$ cat src/rtl/maple_rx_deframer.sv
// Maple Bus receive deframer: synchronises SDCKA/SDCKB, decodes start/data/end
// patterns into bytes, checks the XOR CRC and streams each frame as AXI-Stream beats.
module maple_rx_deframer #(
  parameter int C_AXIS_TDATA_WIDTH = 8,
  parameter int SYNC_STAGES        = 2,
  parameter int TIMEOUT_CYCLES     = 100000,
  parameter int CHECK_CRC          = 1
) (
  input  logic                            aclk,
  input  logic                            areset,
  input  logic                            sdcka_in,
  input  logic                            sdckb_in,
  input  logic                            enable,
  output logic                            m_axis_tvalid,
  output logic [C_AXIS_TDATA_WIDTH-1:0]   m_axis_tdata,
  output logic [C_AXIS_TDATA_WIDTH/8-1:0] m_axis_tstrb,
  output logic                            m_axis_tlast,
  input  logic                            m_axis_tready,
  output logic                            receiving,
  output logic                            crc_error,
  output logic                            frame_error,
  output logic                            overflow,
  output logic [15:0]                     frame_count
);
  localparam int W  = C_AXIS_TDATA_WIDTH;
  localparam int NB = W / 8;
  localparam int BW = (NB > 1) ? $clog2(NB) : 1;
  localparam int TW = $clog2(TIMEOUT_CYCLES + 1);

  typedef enum logic [2:0] {S_IDLE, S_START, S_DATA, S_END, S_FLUSH} state_t;
  state_t state_q, state_d;

  // Synchronisers reset to 1 so an idle (pulled-up) line produces no edges.
  logic [SYNC_STAGES-1:0] a_sync, b_sync;
  logic a_lvl, b_lvl, a_fall, a_rise, b_fall, b_rise;

  always_ff @(posedge aclk) begin
    if (areset) begin
      a_sync <= '1;
      b_sync <= '1;
      a_lvl  <= 1'b1;
      b_lvl  <= 1'b1;
      a_fall <= 1'b0;
      a_rise <= 1'b0;
      b_fall <= 1'b0;
      b_rise <= 1'b0;
    end else begin
      a_sync <= {a_sync[SYNC_STAGES-2:0], sdcka_in};
      b_sync <= {b_sync[SYNC_STAGES-2:0], sdckb_in};
      a_lvl  <= a_sync[SYNC_STAGES-1];
      b_lvl  <= b_sync[SYNC_STAGES-1];
      a_fall <= a_lvl & ~a_sync[SYNC_STAGES-1];
      a_rise <= ~a_lvl & a_sync[SYNC_STAGES-1];
      b_fall <= b_lvl & ~b_sync[SYNC_STAGES-1];
      b_rise <= ~b_lvl & b_sync[SYNC_STAGES-1];
    end
  end

  logic [2:0]    pulse_cnt;
  logic [2:0]    bit_idx;
  logic          phase_q;
  logic [7:0]    shreg;
  logic [7:0]    crc;
  logic          byte_seen;
  logic [W-1:0]  asm_data;
  logic [BW-1:0] asm_cnt;
  logic [W-1:0]  pend_data;
  logic          pend_valid;
  logic [TW-1:0] tmo_cnt;

  logic edge_any, timed_out, out_free;
  logic go_start, go_data, pulse_inc, sample, bit_val, ferr_d;
  logic fl_pend, fl_part, frame_done;
  logic [7:0]    byte_next;
  logic          byte_done, word_done, dp_load, ovf_d;
  logic [W-1:0]  asm_ins;
  logic [NB-1:0] strb_part;

  assign edge_any  = a_fall | a_rise | b_fall | b_rise;
  assign timed_out = !edge_any && (tmo_cnt == TW'(TIMEOUT_CYCLES - 1));
  // Handshake: a beat transfers when tvalid && tready; the register is free to
  // load when it is empty or its current beat transfers in the same cycle.
  assign out_free  = !m_axis_tvalid || m_axis_tready;
  assign receiving = (state_q != S_IDLE);

  always_ff @(posedge aclk) begin
    if (areset) state_q <= S_IDLE;
    else        state_q <= state_d;
  end

  always_comb begin
    state_d    = state_q;
    go_start   = 1'b0;
    go_data    = 1'b0;
    pulse_inc  = 1'b0;
    sample     = 1'b0;
    bit_val    = 1'b0;
    ferr_d     = 1'b0;
    fl_pend    = 1'b0;
    fl_part    = 1'b0;
    frame_done = 1'b0;
    case (state_q)
      S_IDLE: begin
        if (enable && a_fall && b_lvl) begin
          state_d  = S_START;
          go_start = 1'b1;
        end
      end
      S_START: begin
        if (b_fall && !a_lvl) pulse_inc = 1'b1;
        if (a_rise) begin
          if (pulse_cnt == 3'd4) begin
            state_d = S_DATA;
            go_data = 1'b1;
          end else begin
            state_d = S_IDLE;
            ferr_d  = 1'b1;
          end
        end
      end
      S_DATA: begin
        if (!phase_q) begin
          if (a_fall) begin
            sample  = 1'b1;
            bit_val = b_lvl;
          end
        end else if (b_fall) begin
          sample  = 1'b1;
          bit_val = a_lvl;
        end else if (a_rise) begin
          // End pattern: the phase-1 bit just taken is dropped, so the frame is
          // byte-aligned only if that bit was the first of a byte.
          state_d = S_END;
          ferr_d  = (bit_idx != 3'd1) || !byte_seen;
        end
      end
      S_END: begin
        if (b_rise && a_lvl) state_d = byte_seen ? S_FLUSH : S_IDLE;
      end
      S_FLUSH: begin
        if (out_free) begin
          if (pend_valid) fl_pend = 1'b1;
          else if (asm_cnt != '0) fl_part = 1'b1;
          else if (m_axis_tvalid && m_axis_tlast) begin
            frame_done = 1'b1;
            state_d    = S_IDLE;
          end else if (!m_axis_tvalid) state_d = S_IDLE;
        end
      end
      default: state_d = S_IDLE;
    endcase
    if ((state_q == S_START || state_q == S_DATA || state_q == S_END) &&
        (!enable || timed_out)) begin
      state_d   = byte_seen ? S_FLUSH : S_IDLE;
      ferr_d    = 1'b1;
      sample    = 1'b0;
      go_data   = 1'b0;
      pulse_inc = 1'b0;
    end
  end

  assign byte_next = {shreg[6:0], bit_val};
  assign byte_done = sample && phase_q && (bit_idx == 3'd7);
  assign word_done = byte_done && (asm_cnt == BW'(NB - 1));
  assign asm_ins   = asm_data | (W'(byte_next) << {asm_cnt, 3'b000});
  assign dp_load   = word_done && pend_valid && out_free;
  assign ovf_d     = word_done && pend_valid && !out_free;

  always_comb begin
    strb_part = '0;
    for (int i = 0; i < NB; i++) strb_part[i] = (BW'(i) < asm_cnt);
  end

  always_ff @(posedge aclk) begin
    if (areset) begin
      pulse_cnt     <= '0;
      bit_idx       <= '0;
      phase_q       <= 1'b0;
      shreg         <= '0;
      crc           <= '0;
      byte_seen     <= 1'b0;
      asm_data      <= '0;
      asm_cnt       <= '0;
      pend_data     <= '0;
      pend_valid    <= 1'b0;
      tmo_cnt       <= '0;
      m_axis_tvalid <= 1'b0;
      m_axis_tdata  <= '0;
      m_axis_tstrb  <= '0;
      m_axis_tlast  <= 1'b0;
      crc_error     <= 1'b0;
      frame_error   <= 1'b0;
      overflow      <= 1'b0;
      frame_count   <= '0;
    end else begin
      frame_error <= ferr_d;
      overflow    <= ovf_d;
      crc_error   <= frame_done && (CHECK_CRC != 0) && (crc != 8'h00);
      if (frame_done) frame_count <= frame_count + 16'd1;

      if (edge_any || state_q == S_IDLE || state_q == S_FLUSH) tmo_cnt <= '0;
      else tmo_cnt <= tmo_cnt + TW'(1);

      if (go_start) begin
        pulse_cnt <= '0;
        byte_seen <= 1'b0;
      end
      if (pulse_inc && pulse_cnt != 3'd7) pulse_cnt <= pulse_cnt + 3'd1;
      if (go_data) begin
        bit_idx    <= '0;
        phase_q    <= 1'b0;
        shreg      <= '0;
        crc        <= '0;
        byte_seen  <= 1'b0;
        asm_data   <= '0;
        asm_cnt    <= '0;
        pend_valid <= 1'b0;
      end

      if (sample) begin
        shreg   <= byte_next;
        phase_q <= ~phase_q;
        bit_idx <= bit_idx + 3'd1;
        if (byte_done) begin
          crc       <= crc ^ byte_next;
          byte_seen <= 1'b1;
          if (word_done) begin
            pend_data  <= asm_ins;
            pend_valid <= 1'b1;
            asm_data   <= '0;
            asm_cnt    <= '0;
          end else begin
            asm_data <= asm_ins;
            asm_cnt  <= asm_cnt + BW'(1);
          end
        end
      end

      if (m_axis_tvalid && m_axis_tready) m_axis_tvalid <= 1'b0;
      if (dp_load) begin
        m_axis_tvalid <= 1'b1;
        m_axis_tdata  <= pend_data;
        m_axis_tstrb  <= '1;
        m_axis_tlast  <= 1'b0;
      end
      if (fl_pend) begin
        m_axis_tvalid <= 1'b1;
        m_axis_tdata  <= pend_data;
        m_axis_tstrb  <= '1;
        m_axis_tlast  <= (asm_cnt == '0);
        pend_valid    <= 1'b0;
      end
      if (fl_part) begin
        m_axis_tvalid <= 1'b1;
        m_axis_tdata  <= asm_data;
        m_axis_tstrb  <= strb_part;
        m_axis_tlast  <= 1'b1;
        asm_data      <= '0;
        asm_cnt       <= '0;
      end
    end
  end
endmodule
$ cat config.mk
export PLATFORM = sky130hd
export DESIGN_NAME = maple_rx_deframer
export DESIGN_NICKNAME = d
export VERILOG_FILES = /design/src/rtl/maple_rx_deframer.sv
export SDC_FILE = /design/constraint.sdc
export NUM_CORES = 1
export LEC_CHECK = 0
export BUFFER_PORTS_ARGS = -buffer_cell sky130_fd_sc_hd__buf_2
export CAP_MARGIN = 15
export CORE_MARGIN = 3
export CORE_UTILIZATION = 32
export CTS_BUF_LIST = sky130_fd_sc_hd__clkbuf_8
export CTS_CLUSTER_DIAMETER = 80
export DETAILED_ROUTE_END_ITERATION = 8
export HOLD_SLACK_MARGIN = 0.06
export SYNTH_ARGS = -nofsm -noshare
export SYNTH_HDL_FRONTEND = slang
export SYNTH_SLANG_ARGS = --single-unit
$ cat constraint.sdc
create_clock -name aclk -period 4.1 [get_ports aclk]
set_clock_uncertainty 0.1 [all_clocks]
set_input_delay 0.205 -clock aclk [delete_from_list [all_inputs] [get_ports aclk]]
set_output_delay 0.205 -clock aclk [all_outputs]
set_load 0.02 [all_outputs]
==> results.py <==
metrics = {
    "clocking": {
        "cts-root-buf": "clkbuf_8",
        "tritoncts": "done",
        "path_clk_slew_ps": 100,
        "cts_buffer_depth": 2,
        "cts_max_level": 3,
        "cts_resized": 0,
        "cts_buffers": 9,
        "cts.sinks": 101,
        "clk-insertion-delay-late_ps": 380,
    },
    "layout": {
        "mostFrequentLayoutCells": "101 x dfxtp_1, 68 x nor2_1, 36 x buf_2, 28 x a21oi_1, 20 x nand3_1",
        "layout_commonest_cell": "dfxtp_1",
        "fill_cells": 1366,
        "fin_nets": 521,
        "fin_util_pct": 37.4,
        "drive_above_1_share_pct": 17.6,
        "antenna_cells": 0,
        "syn_to_final_growth_pct": 11.7,
    },
    "worst_setup_path": {
        "critPathKind": "reg2reg",
        "cpPeakStageDelay_ps": 940,
        "path_max_fanout": 13,
        "path_cells": "or3b_4, nor4_2, and3_1, a221o_1",
        "r2r_setup_slack_ps": 1590,
        "r2r_cells": 4,
        "timing.rr.end": "crc[7]$_SDFF_PP0_",
        "crit_path_end_kind": "flop",
        "cp.required_ps": 4330,
        "slowest_stage": "nor4_2",
        "r2r-start": "state_q[1]$_SDFFE_PP0P_",
        "critPathLaunchType": "flop",
        "worstPathArrival_ps": 2740,
    },
    "global_route": {
        "grt-ovfl-total": 0,
        "grt_first_pass_wirelength_um": 15800,
        "grt_max_degree": 76,
        "grt_pass1_vias": 3236,
        "antenna_found_initial": 0,
        "grt_usage_pct": 12.1,
    },
    "timing": {
        "fin_crit_ps": 2510,
        "setup-tns-final_ps": 0,
        "relSlewSlack_pct": 23.4,
        "finalHoldWorstSlack_ps": 115,
        "hold_violations": 0,
        "rsz0062_at_grt": "no",
        "max_freq_mhz": 398,
        "maxSlewViolCount": 0,
        "tightest_slew_ps": 1140,
        "setup_violations": 0,
        "period_share_pct": 61.3,
    },
    "die": {
        "die_h_um": 125,
        "ios": 37,
        "die_w_um": 125,
        "row_count": 42,
        "coreArea_um2": 13600,
        "initial_utilization_pct": 33.5,
        "die_area_um2": 15600,
    },
    "route": {
        "drt_iter0_markers": 188,
        "ant_nets": 0,
        "first_pass_iters": 4,
        "wire_per_inst_um": 13.8,
        "dr_total_vias": 3477,
        "drc": 0,
        "viasPerCell": 5.05,
        "drt-total-wl_um": 9470,
    },
    "placed_design": {
        "hpwl_um": 6580,
        "gp_congestion": 0.804,
        "port_buffers": 36,
    },
    "power_and_ir_drop": {
        "p_per_area_nw_per_um2": 364,
        "p_leak_nw": 1.89,
        "ir_drop_mv": 0.149,
    },
    "synth": {
        "synthCells": 485,
        "synth-edff-count": 0,
        "synth_cell_type_count": 68,
        "avgSynthCellArea_um2": 9.36,
        "synth_warnings": 0,
        "async_reset_ff_share_pct": 0,
        "synth_nets": 499,
        "synth_area_um2": 4540,
        "synth_flop_cell": "dfxtp_1",
        "yosys_register_bits": 101,
        "yosysSeqAreaShare_pct": 44.6,
    },
    "run": {
        "maxCapViolations": 0,
    },
    "hold_path": {
        "min_to": "byte_seen$_SDFF_PP0_",
        "holdCritStartpoint": "enable",
        "whs_path_depth": 3,
        "holdCritPathClass": "in2reg",
    },
    "status": {
        "status": "finished, final reports clean",
    },
}
[Yosys cell counts (12+ instances only)]
library cell,instances,area share [%]
a21oi_1,28,3.1
mux2_2,12,3.0
xor2_1,15,2.9
nand3_1,20,2.2
nor2_1,68,5.6
a211oi_1,19,3.1
clkbuf_1,13,1.1
nand2_1,14,1.2
nand4_1,14,1.9
inv_1,15,1.2
dfxtp_1,101,45
[sequential cells by signal, indices dropped and copies added (netlist names), 7 cells and up]
register and count:
tmo_cnt 17, pend_data 8, frame_count 16, asm_data 8, shreg 7, m_axis_tdata 8
crc 8
[metrics by stage]
| stage | worst slack [ps] | total power, W | std cells | cell area (um^2) |
|---|---|---|---|---|
| after floorplan | 2130 | 0.00104 | 485 | 4540 |
| final | 1590 | 0.00185 | 688 | 5070 |
| after detailed placement | 1620 | 0.00105 | 670 | 4780 |
| after CTS | 1610 | 0.00188 | 688 | 5070 |
| after global placement | 1730 | 0.00104 | 670 | 4780 |
| after global routing | 1420 | 0.00191 | 688 | 5070 |
[layout make-up]
class	instances	area (um^2)	area share, %
Clock buffer	9	124	2.44
Clock inverter	7	146	2.89
Inverter	16	60.1	1.18
Timing Repair Buffer	39	208	4.10
Multi-Input combinational cell	340	2290	45.1
Tap cell	176	220	4.34
Sequential cell	101	2020	39.9
[kinds of logic after synthesis]
kind of cell / synth area share, %
multiplexers: 5.18
XOR/XNOR: 4.25
AO/OA/AOI/OAI: 12.6
buffers and inverters: 5.02
adder cells (fa/ha/maj): 2.21
flip-flops: 44.6
AND/OR/NAND/NOR: 26.2
[what timing repair did]
item / CTS / global route
setup endpoints to repair: 0 / 0
hold buffers: 2 / 0
endpoints found under the hold margin: 2 / 0
buffers inserted: 0 / 0
[where the power goes]
| group | internal (W) | switching (W) | leakage (nW) | total [W] |
|---|---|---|---|---|
| combinational | 0.0000120 | 0.0000248 | 0.941 | 0.0000368 |
| sequential | 0.000984 | 0.00000296 | 0.815 | 0.000987 |
| clock | 0.000471 | 0.000352 | 0.134 | 0.000823 |
| total | 0.00147 | 0.000380 | 1.89 | 0.00185 |
[per-layer routing]
metal / share of wire [%] / global-route usage (%) / vias to the layer above
met5: 0 / 0 / -
met4: 1.1 / 3.06 / 0
met3: 3.4 / 4.05 / 6
met2: 49 / 20.1 / 37
met1: 47 / 15.2 / 1657
li1: - / - / 1777
[worst max-delay path: cells and delay by family (launching register included)]
family,cells,cell delay (ps)
flip-flops,1,580
AND/OR/NAND/NOR,3,1680
AO/OA/AOI/OAI,1,100
[worst max-delay path by stage]
| stage | startpoint | to | slack [ps] | depth (start not counted) |
|---|---|---|---|---|
| finish | state_q[1]$_SDFFE_PP0P_ | crc[7]$_SDFF_PP0_ | 1590 | 4 |
| detailed placement | state_q[1]$_SDFFE_PP0P_ | crc[7]$_SDFF_PP0_ | 1620 | 4 |
| floorplan | pulse_cnt[0]$_SDFFE_PP0P_ | pulse_cnt[2]$_SDFFE_PP0P_ | 2130 | 7 |
| global placement | state_q[1]$_SDFFE_PP0P_ | crc[7]$_SDFF_PP0_ | 1730 | 4 |
| global route | state_q[1]$_SDFFE_PP0P_ | crc[7]$_SDFF_PP0_ | 1420 | 4 |
| CTS | state_q[1]$_SDFFE_PP0P_ | crc[7]$_SDFF_PP0_ | 1610 | 4 |
(Power assumes the default switching activity.)
